==> src/rtl/sweep_scheduler.sv <==
// sweep_scheduler: frequency-sweep sequencer for the downconvert/upconvert chain.
// Steps phase_inc from a start to a stop increment. After each step it discards a
// settling interval of decimated samples, then integrates |I|+|Q| over a dwell
// window and reports each point on a result stream.
// Optional feature macro: SWEEP_SCHEDULER_PEAK_EN adds peak_inc/peak_mag, which
// track the strongest point of the current sweep.
//
// Result stream: a result transfers on a rising sys_clk edge where
// res_valid && res_ready. Once res_valid is high it stays high, and
// res_inc/res_mag/res_sat hold their values, until that transfer. Only abort or
// reset can withdraw it.
module sweep_scheduler #(
  parameter int PW    = 19,
  parameter int DW    = 16,
  parameter int CW    = 16,
  parameter int ACC_W = 32
) (
  input  logic             sys_clk,
  input  logic             rst_n,
  input  logic [PW-1:0]    cfg_start_inc,
  input  logic [PW-1:0]    cfg_stop_inc,
  input  logic [PW-1:0]    cfg_step_inc,
  input  logic [CW-1:0]    cfg_settle,
  input  logic [CW-1:0]    cfg_dwell,
  input  logic             start,
  input  logic             abort,
  input  logic             sample_ce,
  input  logic [DW-1:0]    sample_i,
  input  logic [DW-1:0]    sample_q,
  output logic [PW-1:0]    phase_inc,
  output logic             busy,
  output logic             done,
  output logic             res_valid,
  input  logic             res_ready,
  output logic [PW-1:0]    res_inc,
  output logic [ACC_W-1:0] res_mag,
  output logic             res_sat,
`ifdef SWEEP_SCHEDULER_PEAK_EN
  output logic [PW-1:0]    peak_inc,
  output logic [ACC_W-1:0] peak_mag,
`endif
  output logic [2:0]       dbg_state
);

  // Sum width covers both the accumulator and one sample magnitude plus a carry,
  // so overflow past the accumulator range is always visible.
  localparam int MAG_W = DW + 2;
  localparam int SUM_W = ((ACC_W > MAG_W) ? ACC_W : MAG_W) + 1;

  typedef enum logic [2:0] {
    S_IDLE   = 3'd0,
    S_SETTLE = 3'd1,
    S_DWELL  = 3'd2,
    S_REPORT = 3'd3,
    S_STEP   = 3'd4,
    S_DONE   = 3'd5
  } state_t;

  state_t state, state_d;

  // Configuration captured on the accepted start; cfg_* is ignored mid-sweep.
  logic [PW-1:0]    stop_r;
  logic [PW-1:0]    step_r;
  logic [CW-1:0]    settle_r;
  logic [CW-1:0]    dwell_r;

  logic [CW-1:0]    cnt;
  logic [ACC_W-1:0] acc;
  logic             sat;

  logic             start_ok;
  logic             abort_hit;
  logic             handshake;
  logic             settle_hit;
  logic             dwell_hit;
  logic             last_pt;
  logic [CW:0]      cnt_inc;
  logic [CW-1:0]    dwell_eff;

  logic [DW:0]      ext_i, ext_q;
  logic [DW:0]      abs_i, abs_q;
  logic [MAG_W-1:0] mag;
  logic [SUM_W-1:0] sum;
  logic [SUM_W-1:0] acc_max_ext;
  logic             sat_now;
  logic [ACC_W-1:0] acc_nxt;

  assign start_ok   = (state == S_IDLE) && start;
  assign abort_hit  = abort && (state != S_IDLE);
  assign handshake  = res_valid && res_ready;
  assign settle_hit = (cnt == settle_r);
  assign cnt_inc    = {1'b0, cnt} + {{CW{1'b0}}, 1'b1};
  assign dwell_eff  = (dwell_r == '0) ? {{(CW-1){1'b0}}, 1'b1} : dwell_r;
  assign dwell_hit  = (cnt_inc == {1'b0, dwell_eff});

  // Unsigned, wrap-free test: the next step would pass stop (or there is no step).
  assign last_pt = (step_r == '0) || (phase_inc >= stop_r) ||
                   ((stop_r - phase_inc) < step_r);

  // Magnitudes in DW+1 bits so the most negative input maps to +2^(DW-1).
  assign ext_i = {sample_i[DW-1], sample_i};
  assign ext_q = {sample_q[DW-1], sample_q};
  assign abs_i = sample_i[DW-1] ? -ext_i : ext_i;
  assign abs_q = sample_q[DW-1] ? -ext_q : ext_q;
  assign mag   = MAG_W'(abs_i) + MAG_W'(abs_q);

  // Saturating accumulate: clamp to all-ones when the true sum exceeds the range.
  assign sum         = SUM_W'(acc) + SUM_W'(mag);
  assign acc_max_ext = SUM_W'({ACC_W{1'b1}});
  assign sat_now     = (sum > acc_max_ext);
  assign acc_nxt     = sat_now ? {ACC_W{1'b1}} : sum[ACC_W-1:0];

  // The reported point is the live increment and accumulator, both frozen in REPORT.
  assign res_inc   = phase_inc;
  assign res_mag   = acc;
  assign res_sat   = sat;
  assign dbg_state = state;

  // State register.
  always_ff @(posedge sys_clk or negedge rst_n) begin
    if (!rst_n) state <= S_IDLE;
    else        state <= state_d;
  end

  // Next-state logic; abort overrides every other transition outside IDLE.
  always_comb begin
    state_d = state;
    case (state)
      S_IDLE:   if (start_ok) state_d = S_SETTLE;
      S_SETTLE: if (settle_hit) state_d = S_DWELL;
      S_DWELL:  if (sample_ce && dwell_hit) state_d = S_REPORT;
      S_REPORT: if (handshake) state_d = last_pt ? S_DONE : S_STEP;
      S_STEP:   state_d = S_SETTLE;
      S_DONE:   state_d = S_IDLE;
      default:  state_d = S_IDLE;
    endcase
    if (abort_hit) state_d = S_IDLE;
  end

  // Datapath: config capture, counters, accumulator and the result/status flags.
  always_ff @(posedge sys_clk or negedge rst_n) begin
    if (!rst_n) begin
      stop_r    <= '0;
      step_r    <= '0;
      settle_r  <= '0;
      dwell_r   <= '0;
      phase_inc <= '0;
      cnt       <= '0;
      acc       <= '0;
      sat       <= 1'b0;
      busy      <= 1'b0;
      done      <= 1'b0;
      res_valid <= 1'b0;
    end else if (abort_hit) begin
      // phase_inc is deliberately kept so the chain stays where the sweep stopped.
      busy      <= 1'b0;
      done      <= 1'b0;
      res_valid <= 1'b0;
      cnt       <= '0;
    end else begin
      done <= 1'b0;
      case (state)
        S_IDLE: begin
          if (start_ok) begin
            stop_r    <= cfg_stop_inc;
            step_r    <= cfg_step_inc;
            settle_r  <= cfg_settle;
            dwell_r   <= cfg_dwell;
            phase_inc <= cfg_start_inc;
            acc       <= '0;
            sat       <= 1'b0;
            cnt       <= '0;
            busy      <= 1'b1;
          end
        end
        S_SETTLE: begin
          // A strobe on the exit cycle is dropped; DWELL starts counting afresh.
          if (settle_hit)     cnt <= '0;
          else if (sample_ce) cnt <= cnt_inc[CW-1:0];
        end
        S_DWELL: begin
          if (sample_ce) begin
            acc <= acc_nxt;
            sat <= sat | sat_now;
            cnt <= cnt_inc[CW-1:0];
            if (dwell_hit) res_valid <= 1'b1;
          end
        end
        S_REPORT: begin
          if (handshake) begin
            res_valid <= 1'b0;
            if (last_pt) done <= 1'b1;
          end
        end
        S_STEP: begin
          phase_inc <= phase_inc + step_r;
          acc       <= '0;
          sat       <= 1'b0;
          cnt       <= '0;
        end
        S_DONE: begin
          busy <= 1'b0;
        end
        default: begin
          busy <= 1'b0;
        end
      endcase
    end
  end

`ifdef SWEEP_SCHEDULER_PEAK_EN
  // Peak tracker: strictly larger magnitude wins, so ties keep the earlier point.
  always_ff @(posedge sys_clk or negedge rst_n) begin
    if (!rst_n) begin
      peak_inc <= '0;
      peak_mag <= '0;
    end else if (start_ok) begin
      peak_inc <= '0;
      peak_mag <= '0;
    end else if ((state == S_REPORT) && handshake && !abort && (acc > peak_mag)) begin
      peak_inc <= phase_inc;
      peak_mag <= acc;
    end
  end
`endif

endmodule

==> config.mk <==
export PLATFORM = sky130hd
export DESIGN_NAME = sweep_scheduler
export DESIGN_NICKNAME = d
export VERILOG_FILES = /design/src/rtl/sweep_scheduler.sv
export SDC_FILE = /design/constraint.sdc
export NUM_CORES = 1
export LEC_CHECK = 0
export BUFFER_PORTS_ARGS = -buffer_cell sky130_fd_sc_hd__buf_2
export CAP_MARGIN = 40
export CORE_UTILIZATION = 55
export DETAILED_ROUTE_END_ITERATION = 10
export GPL_TIMING_DRIVEN = 0
export PLACE_DENSITY = 0.79
export SYNTH_ARGS = -nofsm -noshare
export SYNTH_HDL_FRONTEND = slang
export SYNTH_SLANG_ARGS = --single-unit
==> constraint.sdc <==
create_clock -name sys_clk -period 6.8 [get_ports sys_clk]
set_clock_uncertainty 0.15 [all_clocks]
set_input_delay 0 -clock sys_clk [delete_from_list [all_inputs] [get_ports sys_clk]]
set_output_delay 0 -clock sys_clk [all_outputs]
set_load 0.02 [all_outputs]
==> reports/metrics.yaml <==
run_status:
  status: "completed"
cells_and_area:
  seqCellArea_um2: 3600
  nNetsFinal: 1777
  n_fill_cell: 1460
  final_cells: 1834
  multi_input_area_um2: 6710
  area_growth_pct: 27.7
  post-route-util_pct: 72.1
  final_layout_size_suffix_gt1_share_pct: 22.2
setup_path:
  r2r-start: "phase_inc[0]"
  cp_data_arrival_time_ns: 4.57
  cp_num_buf_inv: 1
  cp_top_family: "compound AO/OA/AOI/OAI gates"
  path_cells: "ha_1 -> inv_1 -> fa_1 -> a21o_1 -> a21oi_2 -> nor2b_1 -> o21a_1 -> o41a_1 -> a221oi_2 -> o21bai_1 -> a21oi_2 -> xnor2_1 -> ha_1 -> nand4_1 -> nor2_1 -> o2111ai_1 -> o211ai_1 -> o211ai_1 -> o21ai_0 -> a21oi_1"
  startpoint_type: "flip-flop"
  worst-path-max-fanout: 5
  endpoint_kind: "flip-flop"
  cpPeakStageDelay_ns: 0.45
  required_ns: 6.95
  cp_slowest_cell: "o41a_1"
  worstRegToRegCells: 20
  crit_type: "flip-flop to flip-flop"
  regToRegSetupSlack_ns: 2.38
  rr_endpoint: "dbg_state[0]"
clock_tree:
  holdBufCountCts: 99
  cts_inserted_buffers: 17
  clk_pin_slew_ns: 0.06
  cts.sinks: 144
  htreeDepth: 4
  cts_tree: "yes"
  clkLatencyLatePin_ns: 0.43
  clk_path_buf_depth: 2
  cts_setup_buffers: 0
  clock-root-buffer: "clkbuf_16"
  post_cts_resized: 0
yosys:
  yosys-top-cells-count: "dfrtp_1 (144), o21ai_0 (103), inv_1 (100)"
  synth_compound_area_share_pct: 20.3
  synth_largest_area_cell: "dfrtp_1"
  synth.distinct_cells: 76
  yosys-top-cells-area: "dfrtp_1 (33%), ha_1 (8.5%), mux2_2 (5.3%)"
  yosysMostFrequentCell: "dfrtp_1"
  synth_top_family_by_area: "compound AO/OA/AOI/OAI gates"
  async_reset_ff_share_pct: 100
  synth_edf_count: 0
  synth_xor_area_share_pct: 8.16
  ys_seq_area_share_pct: 32.6
  syn_inst: 1232
  post_synth.cell_area_avg_um2: 8.98
  synthSimpleGateAreaFrac_pct: 14.4
  synth_mux_area_share_pct: 5.66
  ys_warn_count: 0
  yosysTopAreaCellShare_pct: 32.6
  synth_fa_ha_area_share_pct: 12.1
  syn-cell-area_um2: 11100
  ys.flop_type: "dfrtp_1"
  ys_seq_elements: 144
global_route:
  grt_usage_pct: 33.2
  grt_pass1_vias: 10500
  grt_max_degree: 95
  grt_pass1_wl_mm: 52.8
  overflow: 0
  antenna_found_initial: 0
routing:
  vias_per_cell: 5.86
  vias: 10800
  firstDrtPassIters: 5
  drt_wl_total_mm: 33.3
  final_antenna_net_count: 0
  drc: 0
  drtIter0Drc: 788
  wire_per_inst_um: 18.2
place:
  pre_cts_ws_ns: 2.16
  dp_cells: 1702
  gp_congestion: 0.998
  io_buffers: 202
  dp_hpwl_mm: 23.9
floorplanning:
  core_area_um2: 19600
  die_x_um: 144
  num_io_pins: 204
  start_util_pct: 56.5
  dieArea_um2: 20700
  die_h_um: 144
  rows: 51
worst_hold_path:
  min_from: "sample_i[0]"
  hold_path.class: "input pin to flip-flop"
  min_delay_worst_endpoint: "res_mag[1]"
  worstHoldPathCells: 5
timing:
  setup_violations: 0
  worst_slew_margin_rel_pct: 46.4
  hold_violations: 0
  worstMarginPinSlew_ns: 0.793
  rsz0062_at_grt: "no"
  timing.final.crit_share_pct: 65.0
  finalSetupTns_ns: 0
  fin_crit_ns: 4.42
  fmax_mhz: 226
  drv_slew: 0
  worst_slack_ns: 2.38
pwr:
  p_leak_nw: 6.75
  power_density_nw_per_um2: 500
  fin_total_pwr_mw: 7.07
  ir_drop_mv: 0.275
job:
  cap_violations: 0
[metal layers]
layer / GRT usage, % / share of wire, % / up-vias / wire length [um]
met4: 14.7 / 3.5 / 0 / 1170
met3: 6.80 / 7.8 / 95 / 2580
li1: - / - / 5042 / -
met2: 55.2 / 48 / 489 / 16000
met5: 0 / 0 / - / 0
met1: 41.7 / 41 / 5128 / 13600
[how the worst max path moves through the flow]
stage | from | endpoint | cells past startpoint
6_report | phase_inc[0] | dbg_state[0] | 20
5_1_grt | phase_inc[0] | dbg_state[0] | 20
4_1_cts | phase_inc[0] | dbg_state[0] | 20
3_5_place_dp | sample_i[2] | res_mag[21] | 20
3_3_place_gp | sample_i[2] | res_mag[21] | 20
2_1_floorplan | sample_i[2] | res_mag[14] | 19
[state kept, by name, indices dropped and copies added, names as in the netlist]
signal and count:
res_mag 32, phase_inc 19, step_r 19, stop_r 19, cnt 16, dwell_r 16
settle_r 16, dbg_state 3, busy 1, done 1, res_sat 1, res_valid 1
[worst register-to-register path, cell delays in order, from the launching register on]
cell and delay [ns]:
dfrtp_1 0.43, ha_1 0.21, inv_1 0.06, fa_1 0.41, a21o_1 0.19, a21oi_2 0.16, nor2b_1 0.07, o21a_1 0.18
o41a_1 0.45, a221oi_2 0.37, o21bai_1 0.13, a21oi_2 0.16, xnor2_1 0.08, ha_1 0.30, nand4_1 0.12, nor2_1 0.17
o2111ai_1 0.13, o211ai_1 0.12, o211ai_1 0.15, o21ai_0 0.18, a21oi_1 0.08
[power by group]
group,total [mW],leakage (nW),switching [mW],internal (mW)
Combinational,4.48,4.61,2.52,1.96
Clock,1.07,0.322,0.378,0.689
Sequential,1.52,1.81,0.336,1.18
[placed cells by master, fill, tap and decap left out, drive strengths merged, types with 5 or more instances in the layout]
| cell | synthesis | layout |
|---|---|---|
| o21ai | 118 | 118 |
| mux2 | 52 | 52 |
| o31ai | 11 | 11 |
| nand2b | 18 | 18 |
| nand3 | 16 | 16 |
| nor2 | 78 | 78 |
| o41ai | 10 | 10 |
| ha | 75 | 75 |
| a21o | 27 | 27 |
| o21bai | 8 | 8 |
| xor2 | 57 | 57 |
| a211oi | 14 | 14 |
| a21oi | 73 | 73 |
| nand2 | 81 | 81 |
| fa | 20 | 20 |
| nor4 | 16 | 16 |
| o21a | 12 | 12 |
| or2 | 5 | 5 |
| buf | 43 | 248 |
| nor3 | 25 | 25 |
| or3 | 8 | 8 |
| dlygate4sd3 | 0 | 98 |
| xnor2 | 46 | 46 |
| clkbuf | 25 | 47 |
| inv | 100 | 100 |
| and3 | 20 | 20 |
| and2 | 10 | 10 |
| a31oi | 10 | 10 |
| bufinv | 0 | 5 |
| nand4 | 14 | 14 |
| nor2b | 12 | 12 |
| o2111ai | 5 | 5 |
| dfrtp | 144 | 144 |
| o221ai | 13 | 13 |
| o22ai | 16 | 16 |
[area by class of cell]
type                    instances  area share [%]
diodes                          1          0.0177
plain buffers                  68            2.66
clock buffers                  22            3.43
clock inverters                10            1.28
inverters                     100            2.66
multi-input cells             921            47.5
flip-flops and latches        144            25.5
well taps                     265            2.35
repair buffers                303            14.6
[per-stage QoR]
| stage | cell area, um^2 | hold slack (ns) |
|---|---|---|
| floorplan | 11100 | -0.446 |
| global placement | 12400 | 0.0576 |
| detailed placement | 12400 | -0.174 |
| CTS | 14100 | 0.0192 |
| global route | 14100 | 0.0675 |
| finish | 14100 | 0.0163 |
[cells by family after synthesis]
kind of cell | Yosys count
AOI/OAI and AO/OA | 347
and+or+nand+nor | 318
buffers and inverters | 168
DFF | 144
xor gates and xnor gates | 103
adders and majority gates | 95
muxes | 56
other | 1
Power figures use the tool's default switching activity.
